`config.mk`:
```
export PLATFORM = sky130hd
export DESIGN_NAME = pwm_ramp_ctrl_flat
export DESIGN_NICKNAME = d
export VERILOG_FILES = /design/src/rtl/pwm_ramp_if.sv /design/src/rtl/pwm_ramp_ctrl.sv /design/src/flat_wrapper.sv
export SDC_FILE = /design/constraint.sdc
export NUM_CORES = 1
export LEC_CHECK = 0
export ABC_AREA = 1
export CORE_MARGIN = 1.5
export CORE_UTILIZATION = 45
export CTS_CLUSTER_SIZE = 16
export DETAILED_ROUTE_END_ITERATION = 12
export PLACE_DENSITY = 0.66
export SETUP_SLACK_MARGIN = 0.05
export SYNTH_ARGS = -nofsm -noshare
export SYNTH_HDL_FRONTEND = slang
export SYNTH_SLANG_ARGS = --single-unit
```
`constraint.sdc`:
```
create_clock -name clk -period 4.1 [get_ports clk]
set_input_delay 1.025 -clock clk [delete_from_list [all_inputs] [get_ports clk]]
set_output_delay 1.025 -clock clk [all_outputs]
set_load 0.02 [all_outputs]
```
`src/rtl/pwm_ramp_if.sv`:
```
// Command / status bundle between a ramp source and pwm_ramp_ctrl.
// Handshake: a command transfers on a clk edge where cmd_valid & cmd_ready; the source holds cmd_* stable until then.
interface pwm_ramp_if #(
    parameter int WIDTH = 8,
    parameter int DIV_W = 8
);
    logic             cmd_valid;
    logic             cmd_ready;
    logic [WIDTH-1:0] cmd_target;
    logic [WIDTH-1:0] cmd_step;
    logic [DIV_W-1:0] cmd_div;
    logic             abort;
    logic             sync_in;
    logic [WIDTH-1:0] duty_out;
    logic             busy;
    logic             done;

    modport master (
        output cmd_valid, cmd_target, cmd_step, cmd_div, abort, sync_in,
        input  cmd_ready, duty_out, busy, done
    );

    modport slave (
        input  cmd_valid, cmd_target, cmd_step, cmd_div, abort, sync_in,
        output cmd_ready, duty_out, busy, done
    );
endinterface

```
`src/rtl/pwm_ramp_ctrl.sv`:
```
// Duty-cycle sequencer: walks duty_out toward a commanded target by a fixed step,
// one step every cmd_div PWM periods, counted on rising edges of the core's sync.
module pwm_ramp_ctrl #(
    parameter int WIDTH   = 8,
    parameter int MAX_VAL = 255,
    parameter int DIV_W   = 8
) (
    input  logic         clk,
    input  logic         rst,
    pwm_ramp_if.slave    bus,
    output logic         o_dbg_state
);
    typedef enum logic {
        ST_IDLE = 1'b0,
        ST_RAMP = 1'b1
    } state_t;

    localparam logic [WIDTH-1:0] MAX_V = WIDTH'(MAX_VAL);

    state_t             r_state;
    state_t             w_state_nxt;
    logic [WIDTH-1:0]   r_duty, w_duty_nxt;
    logic [WIDTH-1:0]   r_tgt, w_tgt_nxt;
    logic [WIDTH-1:0]   r_step, w_step_nxt;
    logic [DIV_W-1:0]   r_div, w_div_nxt;
    logic [DIV_W-1:0]   r_pcnt, w_pcnt_nxt;
    logic               r_done, w_done_nxt;
    logic               r_sync_q;

    logic [WIDTH-1:0]   w_tgt_clamp;
    logic [WIDTH-1:0]   w_step_eff;
    logic               w_accept;
    logic               w_jump;
    logic               w_sync_rise;
    logic               w_period_end;
    logic               w_up;
    logic [WIDTH:0]     w_diff;
    logic               w_last_step;

    assign w_tgt_clamp  = (bus.cmd_target > MAX_V) ? MAX_V : bus.cmd_target;
    assign w_step_eff   = (bus.cmd_step == '0) ? WIDTH'(1) : bus.cmd_step;
    assign w_accept     = bus.cmd_valid && (r_state == ST_IDLE);
    assign w_jump       = (bus.cmd_div == '0) || (w_tgt_clamp == r_duty);
    assign w_sync_rise  = bus.sync_in && !r_sync_q;
    assign w_period_end = w_sync_rise && (r_pcnt == (r_div - DIV_W'(1)));

    // Distance is taken one bit wider so a full-scale swing never wraps.
    assign w_up        = r_tgt > r_duty;
    assign w_diff      = w_up ? ({1'b0, r_tgt} - {1'b0, r_duty})
                              : ({1'b0, r_duty} - {1'b0, r_tgt});
    assign w_last_step = w_diff <= {1'b0, r_step};

    always_ff @(posedge clk) begin
        if (rst) begin
            r_state  <= ST_IDLE;
            r_duty   <= '0;
            r_tgt    <= '0;
            r_step   <= '0;
            r_div    <= '0;
            r_pcnt   <= '0;
            r_done   <= 1'b0;
            r_sync_q <= 1'b0;
        end else begin
            r_state  <= w_state_nxt;
            r_duty   <= w_duty_nxt;
            r_tgt    <= w_tgt_nxt;
            r_step   <= w_step_nxt;
            r_div    <= w_div_nxt;
            r_pcnt   <= w_pcnt_nxt;
            r_done   <= w_done_nxt;
            r_sync_q <= bus.sync_in;
        end
    end

    always_comb begin
        w_state_nxt = r_state;
        case (r_state)
            ST_IDLE: begin
                if (w_accept && !w_jump) begin
                    w_state_nxt = ST_RAMP;
                end
            end
            ST_RAMP: begin
                if (bus.abort) begin
                    w_state_nxt = ST_IDLE;
                end else if (w_period_end && w_last_step) begin
                    w_state_nxt = ST_IDLE;
                end
            end
            default: w_state_nxt = ST_IDLE;
        endcase
    end

    always_comb begin
        w_duty_nxt = r_duty;
        w_tgt_nxt  = r_tgt;
        w_step_nxt = r_step;
        w_div_nxt  = r_div;
        w_pcnt_nxt = r_pcnt;
        w_done_nxt = 1'b0;
        case (r_state)
            ST_IDLE: begin
                if (w_accept) begin
                    w_tgt_nxt  = w_tgt_clamp;
                    w_step_nxt = w_step_eff;
                    w_div_nxt  = bus.cmd_div;
                    w_pcnt_nxt = '0;
                    if (w_jump) begin
                        w_duty_nxt = w_tgt_clamp;
                        w_done_nxt = 1'b1;
                    end
                end
            end
            ST_RAMP: begin
                // Abort wins over a step landing on the same edge.
                if (bus.abort) begin
                    w_pcnt_nxt = '0;
                end else if (w_period_end) begin
                    w_pcnt_nxt = '0;
                    if (w_last_step) begin
                        w_duty_nxt = r_tgt;
                        w_done_nxt = 1'b1;
                    end else if (w_up) begin
                        w_duty_nxt = r_duty + r_step;
                    end else begin
                        w_duty_nxt = r_duty - r_step;
                    end
                end else if (w_sync_rise) begin
                    w_pcnt_nxt = r_pcnt + DIV_W'(1);
                end
            end
            default: ;
        endcase
    end

    assign bus.duty_out  = r_duty;
    assign bus.done      = r_done;
    assign bus.cmd_ready = (r_state == ST_IDLE);
    assign bus.busy      = (r_state == ST_RAMP);
    assign o_dbg_state   = r_state;
endmodule

```
`src/flat_wrapper.sv`:
```
// flat-port wrapper written by rule: the top's interface ports become plain ports
module pwm_ramp_ctrl_flat 
#(
    parameter int WIDTH   = 8,
    parameter int MAX_VAL = 255,
    parameter int DIV_W   = 8
)
  (clk, rst, o_dbg_state, bus_cmd_valid, bus_cmd_target, bus_cmd_step, bus_cmd_div, bus_abort, bus_sync_in, bus_cmd_ready, bus_duty_out, bus_busy, bus_done);
  pwm_ramp_if #(.WIDTH(WIDTH), .DIV_W(DIV_W)) bus_i ();
  input  logic clk;
  input  logic rst;
  output logic o_dbg_state;
  input wire logic [$bits(bus_i.cmd_valid)-1:0] bus_cmd_valid;
  input wire logic [$bits(bus_i.cmd_target)-1:0] bus_cmd_target;
  input wire logic [$bits(bus_i.cmd_step)-1:0] bus_cmd_step;
  input wire logic [$bits(bus_i.cmd_div)-1:0] bus_cmd_div;
  input wire logic [$bits(bus_i.abort)-1:0] bus_abort;
  input wire logic [$bits(bus_i.sync_in)-1:0] bus_sync_in;
  output wire logic [$bits(bus_i.cmd_ready)-1:0] bus_cmd_ready;
  output wire logic [$bits(bus_i.duty_out)-1:0] bus_duty_out;
  output wire logic [$bits(bus_i.busy)-1:0] bus_busy;
  output wire logic [$bits(bus_i.done)-1:0] bus_done;
  assign bus_i.cmd_valid = bus_cmd_valid;
  assign bus_i.cmd_target = bus_cmd_target;
  assign bus_i.cmd_step = bus_cmd_step;
  assign bus_i.cmd_div = bus_cmd_div;
  assign bus_i.abort = bus_abort;
  assign bus_i.sync_in = bus_sync_in;
  assign bus_cmd_ready = bus_i.cmd_ready;
  assign bus_duty_out = bus_i.duty_out;
  assign bus_busy = bus_i.busy;
  assign bus_done = bus_i.done;
  pwm_ramp_ctrl #(.WIDTH(WIDTH), .MAX_VAL(MAX_VAL), .DIV_W(DIV_W)) u_core (.clk(clk), .rst(rst), .bus(bus_i), .o_dbg_state(o_dbg_state));
endmodule
```
Yosys cells after proc, flatten, opt, wreduce, memory -nomap -nowiden
Cells that the tools add are included.
{"block": "totals", "wordCells": 63, "register_bits": 43, "rom_bits": 0, "memories": 0, "ram_bits": 0, "in_bits": 29, "latchBits": 0}
{"block": "op_classes", "mul": 0, "eq_ne": 7, "n_lt_le_gt_ge": 3, "n_shift": 0, "div_mod_pow": 0, "add_sub_neg": 6, "mux": 25, "bitwise": 1, "reduce_logical": 13}
{"cell": "$mux W8", "n": 12}
{"cell": "$pmux W8 S2", "n": 2}
{"cell": "$sub A8 B8 Y9", "n": 2}
{"cell": "$eq A8 B8 Y1", "n": 2}
{"cell": "$logic_not A8 Y1", "n": 2}
{"cell": "$le A9 B8 Y1", "n": 1}
{"cell": "$mux W9", "n": 1}
{"cell": "$add A8 B1 Y8 const B", "n": 1}
{"cell": "$add A8 B8 Y8", "n": 1}
{"cell": "$gt A8 B8 Y1", "n": 1}
{"cell": "$gt A8 B8 Y1 const B", "n": 1}
{"cell": "$mux W1", "n": 8}
{"cell": "$sub A8 B1 Y8 const B", "n": 1}
{"cell": "$sub A8 B8 Y8", "n": 1}
{"cell": "$logic_and A1 B1 Y1", "n": 5}
{"cell": "$ne A2 B1 Y1 const B", "n": 2}
{"cell": "$ne A2 B2 Y1 const B", "n": 2}
{"cell": "$ne A4 B4 Y1 const B", "n": 1}
{"cell": "$pmux W1 S2", "n": 2}
{"cell": "$reduce_and A2 Y1", "n": 2}
{"cell": "$reduce_and A4 Y1", "n": 1}
{"cell": "$logic_not A1 Y1", "n": 2}
{"cell": "$logic_or A1 B1 Y1", "n": 1}
{"cell": "$not A1 Y1", "n": 1}

Logic depth before layout (Yosys ltp)
Gate-level depths: netlist (run 1).
{"block": "logic_depth", "word_depth": 8, "mapped_depth": 28}

Least setup slack after synthesis (run 1)
OpenSTA, ideal clock, no wires.
{"block": "synth_path", "kind": "flip-flop to flip-flop", "start": "register u_core.r_duty[3], in the netlist u_core.bus.duty_out[3]", "end": "register u_core.r_state, in the netlist u_core.bus.busy", "arrival_ns": 3.084, "t_required_ns": 3.968, "setup_ns": 0.132, "stages_incl_launch_ff": 26, "slack_ns": 0.884, "n_path_buf": 1, "cell_sequence": "dfxtp_1 -> inv_1 -> ha_1 -> buf_4 -> nand2_1 -> inv_1 -> nand2_1 -> nand2_1 -> nand2_1 -> nand3_2 -> nand2_4 -> inv_2 -> o21ai_1 -> xor2_1 -> inv_1 -> ha_1 -> nand2_1 -> nand2_1 -> nand2_1 -> nand2_1 -> nand2_1 -> nand3b_1 -> nand2_2 -> nand3_4 -> o21ai_1 -> a21oi_1"}
{"block": "synth_via", "elab_chain_len": 7, "elab_cells_between_ends": 14, "classes_between": "2 x add/sub; 2 x order compare; 1 x eq/ne; 5 x mux; 4 x reduce/logical"}
{"item": "start, declared", "line": "pwm_ramp_ctrl.sv:22", "text": "logic [WIDTH-1:0] r_duty, w_duty_nxt;"}
{"item": "start signal, assigned", "line": "pwm_ramp_ctrl.sv:65", "text": "r_duty <= w_duty_nxt;"}
{"item": "$sub A8 B8 Y9, or another cell as far along", "line": "pwm_ramp_ctrl.sv:50", "text": ": ({1'b0, r_duty} - {1'b0, r_tgt});"}
{"item": "$mux W9", "line": "pwm_ramp_ctrl.sv:49", "text": "assign w_diff = w_up ? ({1'b0, r_tgt} - {1'b0, r_duty})"}
{"item": "$le A9 B8 Y1", "line": "pwm_ramp_ctrl.sv:51", "text": "assign w_last_step = w_diff <= {1'b0, r_step};"}
{"item": "$logic_and A1 B1 Y1", "line": "pwm_ramp_ctrl.sv:86", "text": "end else if (w_period_end && w_last_step) begin"}
{"item": "$mux W1", "line": "pwm_ramp_ctrl.sv:86"}
{"item": "$mux W1", "line": "pwm_ramp_ctrl.sv:84", "text": "if (bus.abort) begin"}
{"item": "$pmux W1 S2 *", "line": "pwm_ramp_ctrl.sv:77", "text": "case (r_state)"}
{"item": "end signal, assigned", "line": "pwm_ramp_ctrl.sv:64", "text": "r_state <= w_state_nxt;"}
{"item": "end, declared", "line": "pwm_ramp_ctrl.sv:20", "text": "state_t r_state;"}
Mark *: on every way between the ends. The rest lies on a longest branch, timed or not.
A chain may end at the register's enable or synchronous reset.

Final worst setup path (run 1)
{"block": "layout_path", "start": "register u_core.r_duty[5], in the netlist u_core.bus.duty_out[5]", "end": "register u_core.r_duty[1], in the netlist u_core.bus.duty_out[1]"}
{"block": "layout_via", "elab_chain_len": 7, "elab_cells_between_ends": 14, "classes_between": "2 x add/sub; 2 x order compare; 2 x eq/ne; 6 x mux; 2 x reduce/logical"}
{"item": "$sub A8 B8 Y9, or another cell as far along", "line": "pwm_ramp_ctrl.sv:50"}
{"item": "$mux W9", "line": "pwm_ramp_ctrl.sv:49"}
{"item": "$le A9 B8 Y1", "line": "pwm_ramp_ctrl.sv:51"}
{"item": "$mux W8", "line": "pwm_ramp_ctrl.sv:120", "text": "if (w_last_step) begin"}
{"item": "$mux W8", "line": "pwm_ramp_ctrl.sv:118", "text": "end else if (w_period_end) begin"}
{"item": "$mux W8", "line": "pwm_ramp_ctrl.sv:116", "text": "if (bus.abort) begin"}
{"item": "$pmux W8 S2", "line": "pwm_ramp_ctrl.sv:101", "text": "case (r_state)"}
Parallel ways exist; a longest one is shown, timed or not. The select of a mux whose other input is x is not followed.

==> results of run 1 <==
cell usage in the layout (no fill, tap or decap), types with 7 or more instances in the layout:
master | Yosys | routed
nand2_1 | 116 | 116
inv_1 | 73 | 73
a21oi_1 | 58 | 58
nand3_1 | 47 | 47
dfxtp_1 | 43 | 42
clkdlybuf4s50_1 | 0 | 40
nor2_1 | 35 | 35
ha_1 | 34 | 31
o21ai_0 | 29 | 29
xor2_1 | 22 | 22
nand4_1 | 18 | 18
xnor2_1 | 7 | 7
buf_4 | 2 | 7
path summary, 6_finish.rpt:
path                       endpoint  slack, ns                    from  depth (start not counted)
max          u_core.bus.duty_out[1]       0.32  u_core.bus.duty_out[5]                         24
min                u_core.r_step[7]       0.50        u_core.r_step[7]                          2
max reg2reg  u_core.bus.duty_out[1]       0.32  u_core.bus.duty_out[5]                         24
min reg2reg        u_core.r_step[7]       0.50        u_core.r_step[7]                          2
final cells by class:
class | instances | area share
well taps | 102 | 0.02940
multi-input cells | 421 | 0.5768
clock inverters | 3 | 0.01009
clock buffers | 5 | 0.01585
flip-flops and latches | 43 | 0.1986
repair buffers | 47 | 0.1044
inverters | 75 | 0.06486
cells by family after synthesis:
family,count (synthesis),synth area share
adder cells (fa/ha/maj),37,0.1309
AND/OR/NAND/NOR,245,0.3100
flip-flops,43,0.2320
AO/OA/AOI/OAI,110,0.1609
buffers and inverters,90,0.09781
XOR/XNOR,29,0.06846
metal layers:
| layer | routed length [um] | share of wire | track usage |
|---|---|---|---|
| met4 | 214 | 0.021 | 0.07338 |
| met2 | 4773 | 0.46 | 0.4034 |
| met3 | 528 | 0.051 | 0.03479 |
| met5 | 0 | 0 | 0 |
| met1 | 4923 | 0.47 | 0.3323 |
cells in the mapped netlist (2+ instances only):
cell | count | area share
ha_1 | 34 | 0.11
nand3b_1 | 3 | 0.0061
buf_2 | 2 | 0.0027
buf_6 | 2 | 0.0061
o21a_1 | 2 | 0.0040
nand3_4 | 2 | 0.0094
fa_1 | 3 | 0.016
nor2_2 | 6 | 0.010
clkbuf_1 | 8 | 0.0081
nand3_1 | 47 | 0.063
xnor2_1 | 7 | 0.017
a211oi_1 | 2 | 0.0040
a21oi_1 | 58 | 0.078
a21boi_0 | 4 | 0.0081
nand2_4 | 2 | 0.0061
o21ai_0 | 29 | 0.039
a31oi_1 | 3 | 0.0051
nand4_1 | 18 | 0.030
inv_1 | 73 | 0.074
o2111ai_1 | 2 | 0.0047
inv_2 | 2 | 0.0020
nor2_1 | 35 | 0.035
nor3_1 | 6 | 0.0081
xor2_1 | 22 | 0.052
dfxtp_1 | 43 | 0.23
nand2_2 | 2 | 0.0034
nor4_1 | 4 | 0.0067
nand2_1 | 116 | 0.12
o21ai_1 | 5 | 0.0067
buf_4 | 2 | 0.0040
power groups by stage:
| stage | sequential [W] | combinational [W] | clock (W) |
|---|---|---|---|
| 3_5_place_dp | 0.000468 | 0.000714 | 0 |
| 6_report | 0.000458 | 0.000744 | 0.000342 |
| 3_3_place_gp | 0.000468 | 0.000711 | 0 |
| 5_1_grt | 0.000462 | 0.000824 | 0.000362 |
| 4_1_cts | 0.000458 | 0.000717 | 0.000348 |
| 2_1_floorplan | 0.000462 | 0.000533 | 0 |
critical path: stages (launching register included):
cell,delay [ns]
dfxtp_1,0.45
inv_1,0.13
ha_2,0.44
nand2_1,0.11
nor2_1,0.14
nand3_1,0.12
nand3_2,0.16
nand2_4,0.10
inv_2,0.14
nand3_1,0.08
o21ai_1,0.11
xor2_1,0.26
inv_1,0.08
ha_1,0.30
nand2_1,0.07
nand2_1,0.04
nand2_1,0.05
nand2_1,0.05
nand2_1,0.06
nand3b_1,0.09
nand2_2,0.20
nand3_4,0.19
nand2_1,0.10
nand3_1,0.07
a21oi_1,0.16
registers in the layout, indices dropped and copies added, names as in the netlist:
register	flops
u_core.bus.done	1
u_core.bus.duty_out	8
u_core.r_step	8
u_core.r_div	8
u_core.r_tgt	8
u_core.r_sync_q	1
u_core.bus.busy	1
u_core.r_pcnt	8
metrics by stage:
step	cells	cell area, um^2	setup WS, ns	hold slack, ns	utilization
after detailed placement	685	4187	0.1721	0.4882	0.5335
after floorplan	554	3710	0.8842	0.4590	-
after CTS	693	4299	0.1704	0.5041	0.5478
after global placement	685	4187	0.2043	0.4853	0.5335
final	696	4340	0.3171	0.4986	0.5531
after global routing	696	4340	0.04698	0.5432	0.5531
timing repair:
action	in CTS	in global routing
resized for setup	0	5
buffers inserted	0	3
endpoints found under the setup margin	0	10
hold buffers	0	0
==> summary.txt, run 1 <==
Outcome
  • Outcome: finished clean

Flow run
  • MaxCap Viol Count: 0

Finish
  • Area Overhead vs Synth: 17.00%
  • Diode count: 0
  • Share of cells above drive strength 1: 0.06566
  • Multi-input gate area: 2504 um^2
  • # fillers: 788
  • FF/Latch Area: 862.1 um^2
  • Nets: 659

Synth
  • Cells after Synth: 554
  • Synth Warn #: 0
  • Top_reg_cell synth: dfxtp_1
  • Post-synth EDFFs: 0
  • Async SR Flop Fraction: 0
  • Synth Net Count: 620
  • FF+latch count, synth: 43
  • Cell variety after synth: 40
  • Sequential area share after synthesis: 0.2320
  • Mean post-synth cell area: 6.696 um^2
  • Post-Syn Area: 3710 um^2

Floorplan
  • Die ar.: 8798 um^2
  • Die Span Y: 93.80 um
  • Initial core utilization: 0.4727
  • Core area: 7848 um^2
  • FP Rows: 32
  • Die width: 93.80 um
  • Io pins: 41

Routing
  • Detail Route Antenna Nets: 0
  • Via Count: 3742
  • Drt wl/cell: 15.00 um
  • WL final: 10440 um
  • Initial DRC count: 283
  • TritonRoute pass-1 iters: 5
  • Post-DR vias/cell: 5.376
  • DRC Markers: 0

Power and ir drop
  • Net Sw Frac: 0.4153
  • Sequential share of power: 0.297
  • Combinational power share: 0.482
  • PwrDens: 355.7 nW/um^2
  • Total power: 0.001544 W
  • Leak: 2.004 nW
  • P_sw: 0.0006411 W
  • P_int: 0.0009028 W
  • Clock power frac: 0.221
  • Max IR drop VDD: 0.1555 mV

Timing
  • Min cycle time layout: 3.783 ns
  • Max-slew headroom: 0.4265
  • Slew of the pin with the lowest slew margin: 0.8593 ns
  • Fmax: 264.3 MHz
  • Unrepaired setup endpoints after global routing: false
  • Max-slew violation count: 0
  • Final period util: 0.9227
  • Final Hold Viols: 0
  • Final Setup Violations: 0
  • Clk_skew: 0.005848 ns
  • Setup TNS: 0 ns

Clocking
  • CTS tree: yes
  • Num CTS Buffers: 5
  • Worst-path clk slew: 0.09 ns
  • Root buffer cell: clkbuf_8
  • H-tree Lvls: 2
  • Clk_lat worst skew: 0.30 ns
  • Sink Count: 43
  • Clk buf depth: 2

Global routing
  • Total GRT Usage: 0.2455
  • First-pass GRT wire length: 16960 um
  • GR Overflow Total: 0
  • Pin count of the biggest net entering global routing: 46
  • Vias in the first global route: 3504
  • Initial antenna violation count: 0

Placed design
  • Number of port buffers: 40
  • Gpl congestion: 0.9101
  • Post-DP HPWL: 8338 um

Critical path
  • Crit path required time: 4.33 ns
  • Crit Path Class: register to register
  • Worst Setup Start Kind: register
  • Critical Path Sink Type: register
  • Worst Path Max Fanout: 10
  • WP data arrival: 4.01 ns

Hold path
  • Hold Path Class: register to register
Power figures use the tool's default switching activity.
==> run 2: changes to the inputs <==
--- a/config.mk
+++ b/config.mk
@@ -12,6 +12,7 @@
 export DETAILED_ROUTE_END_ITERATION = 12
 export PLACE_DENSITY = 0.66
 export SETUP_SLACK_MARGIN = 0.05
+export SKIP_CTS_REPAIR_TIMING = 1
 export SYNTH_ARGS = -nofsm -noshare
 export SYNTH_HDL_FRONTEND = slang
 export SYNTH_SLANG_ARGS = --single-unit
==> constraint.sdc (replaced) <==
create_clock -name clk -period 4.5 [get_ports clk]
set_input_delay 1.125 -clock clk [delete_from_list [all_inputs] [get_ports clk]]
set_output_delay 1.125 -clock clk [all_outputs]
set_load 0.02 [all_outputs]
==> run 2 against run 1 <==
Register-to-register slack improved by 0.24 ns; clock skew increased by 0.0030 ns; final area decreased by 1.3%; global-route usage increased by 0.62 points; via count about the same; highest routed layer unchanged; routed wire length increased by 1.6%; critical path depth unchanged.
==> summary.txt, run 2 (synthesis gave the netlist of run 1 again) <==
Outcome
  • Outcome: finished clean

Timing
  • Final period util: 0.8751 (-0.04757)
  • Unrepaired setup endpoints after global routing: false
  • Final Setup Violations: 0 (unchanged)
  • Slew of the pin with the lowest slew margin: 0.9366 ns (+0.07735 ns)
  • Fmax: 253.9 MHz (-3.9%)
  • Max-slew headroom: 0.3749 (-0.05162)
  • Clk_skew: 0.008895 ns (+0.003047 ns)
  • Setup TNS: 0 ns (unchanged)
  • Max-slew violation count: 0 (unchanged)
  • Fin Hold WS: 0.4991 ns (+0.0005030 ns)
  • Min cycle time layout: 3.938 ns (+0.1550 ns)
  • Final Hold Viols: 0 (unchanged)

Power and ir drop
  • Combinational power share: 0.472 (-0.010)
  • Net Sw Frac: 0.4199 (+0.004614)
  • Clock power frac: 0.227 (+0.006)
  • P_sw: 0.0005828 W (-9.1%)
  • Max IR drop VDD: 0.1435 mV (-7.7%)
  • Sequential share of power: 0.301 (+0.004)
  • P_int: 0.0008053 W (-11%)
  • Total power: 0.001388 W (-10%)
  • PwrDens: 324.0 nW/um^2 (-8.9%)
  • Leak: 1.981 nW (-1.2%)

Finish
  • Commonest non-fill, non-tap cell in the layout: nand2_1
  • Area Overhead vs Synth: 15.48%
  • Multi-input gate area: 2486 um^2 (-0.70%)
  • # fillers: 830 (+5.3%)
  • Share of cells above drive strength 1: 0.05093 (-0.01472)
  • Diode count: 0 (unchanged)
  • Nets: 654 (-0.76%)
  • FF/Latch Area: 860.8 um^2 (-0.15%)
  • Most frequent cells in the layout: 116 x nand2_1, 73 x inv_1, 58 x a21oi_1
  • Finished Layout Cells: 691 (-0.72%)

Placed design
  • Gpl congestion: 0.8930 (-1.9%)
  • Number of port buffers: 40 (unchanged)
  • Post-DP HPWL: 8377 um (+0.47%)
  • Placed cells: 683 (-0.29%)

Clocking
  • Num CTS Buffers: 5 (unchanged)
  • Clk_lat worst skew: 0.31 ns (about the same)
  • Sink Count: 43 (unchanged)
  • Worst-path clk slew: 0.09 ns (about the same)
  • Root buffer cell: clkbuf_8
  • Clk buf depth: 2 (unchanged)
  • H-tree Lvls: 2 (unchanged)
  • CTS tree: yes

Global routing
  • GR Overflow Total: 0 (unchanged)
  • Total GRT Usage: 0.2517 (+0.006170)
  • Initial antenna violation count: 0 (unchanged)
  • First-pass GRT wire length: 17130 um (+1.0%)
  • Pin count of the biggest net entering global routing: 46 (unchanged)
  • Vias in the first global route: 3479 (-0.71%)

Floorplan
  • Core area: 7848 um^2 (unchanged)
  • Io pins: 41 (unchanged)
  • Die width: 93.80 um (unchanged)
  • FP Rows: 32 (unchanged)
  • Die Span Y: 93.80 um (unchanged)
  • Die ar.: 8798 um^2 (unchanged)
  • Initial core utilization: 0.4727 (unchanged)

Critical path
  • Worst Setup Start Kind: register
  • Crit path required time: 4.73 ns (+0.40 ns)
  • WP data arrival: 4.17 ns (+0.16 ns)
  • Worst Path Max Fanout: 14 (+4)
  • Critical Path Sink Type: register
  • Crit Path Class: register to register

Flow run
  • MaxCap Viol Count: 0 (unchanged)

Routing
  • Post-DR vias/cell: 5.420 (+0.80%)
  • Initial DRC count: 266 (-6.0%)
  • DRC Markers: 0 (unchanged)
  • WL final: 10600 um (+1.6%)
  • TritonRoute pass-1 iters: 5 (unchanged)
  • Detail Route Antenna Nets: 0 (unchanged)
  • Via Count: 3745 (+0.080%)
  • Drt wl/cell: 15.34 um (+2.3%)

Hold path
  • Hold Path Class: register to register
==> run 2: changes by cell type in the layout (fill, tap and decap cells not counted), sizes merged <==
cell | previous run | this run
buf | 7 | 2
==> run 2: final cells by class <==
cell class,instances,area share
tap,102,0.02979
sequential,43,0.2009
multi-input combinational,421,0.5803
inverter,75,0.06571
clock inverter,3,0.01022
clock buffer,5,0.01606
timing repair buffer,42,0.09696
==> run 2: power groups by stage <==
stage                     logic [W]  clock network, W  registers (W)
after floorplan            0.000485                 0       0.000421
after detailed placement   0.000645                 0       0.000426
after global placement     0.000643                 0       0.000426
final                      0.000656          0.000315       0.000417
after global routing       0.000733          0.000331       0.000420
after CTS                  0.000649          0.000319       0.000417
==> run 2: metal layers <==
metal,track usage,share of wire,vias to the layer above
met1,0.3470,0.47,1688
met4,0.09577,0.023,0
met2,0.3955,0.45,127
met3,0.03641,0.062,20
met5,0,0,-
li1,-,-,1910
==> run 2: stage by stage <==
step,utilization,area [um^2],worst slack [ns]
final,0.5459,4284,0.5621
after global routing,0.5459,4284,0.1901
after CTS,0.5459,4284,0.5991
after detailed placement,0.5316,4172,0.6366
after global placement,0.5316,4172,0.6041
after floorplan,-,3710,1.284
==> run 2: worst paths after layout <==
path / from / endpoint / slack (ns) / depth (start not counted)
max: u_core.bus.duty_out[3] / u_core.bus.duty_out[1] / 0.56 / 24
min: u_core.r_div[1] / u_core.r_div[1] / 0.50 / 2
max reg2reg: u_core.bus.duty_out[3] / u_core.bus.duty_out[1] / 0.56 / 24
min reg2reg: u_core.r_div[1] / u_core.r_div[1] / 0.50 / 2
==> run 2: critical path, cell delays in order (launching register included) <==
cell and delay, ns:
dfxtp_1 0.46, inv_1 0.13, ha_1 0.50, nand2_1 0.13
nor2_2 0.18, nand3_1 0.12, nand3_2 0.16, nand2_4 0.14
inv_2 0.15, nand3_1 0.08, o21ai_1 0.10, xor2_1 0.25
inv_1 0.08, ha_1 0.29, nand2_1 0.06, nand2_1 0.05
nand2_1 0.05, nand2_1 0.05, nand2_1 0.06, nand3b_1 0.09
nand2_2 0.20, nand3_4 0.18, nand2_1 0.11, nand3_1 0.06
a21oi_1 0.18
==> run 3: changes to the inputs <==
--- a/config.mk
+++ b/config.mk
@@ -13,6 +13,7 @@
 export PLACE_DENSITY = 0.66
 export SETUP_SLACK_MARGIN = 0.05
 export SKIP_CTS_REPAIR_TIMING = 1
+export SLEW_MARGIN = 0
 export SYNTH_ARGS = -nofsm -noshare
 export SYNTH_HDL_FRONTEND = slang
 export SYNTH_SLANG_ARGS = --single-unit
==> results of run 3 <==
Same layout as run 2: the final DEF is identical, and so are final timing and power.
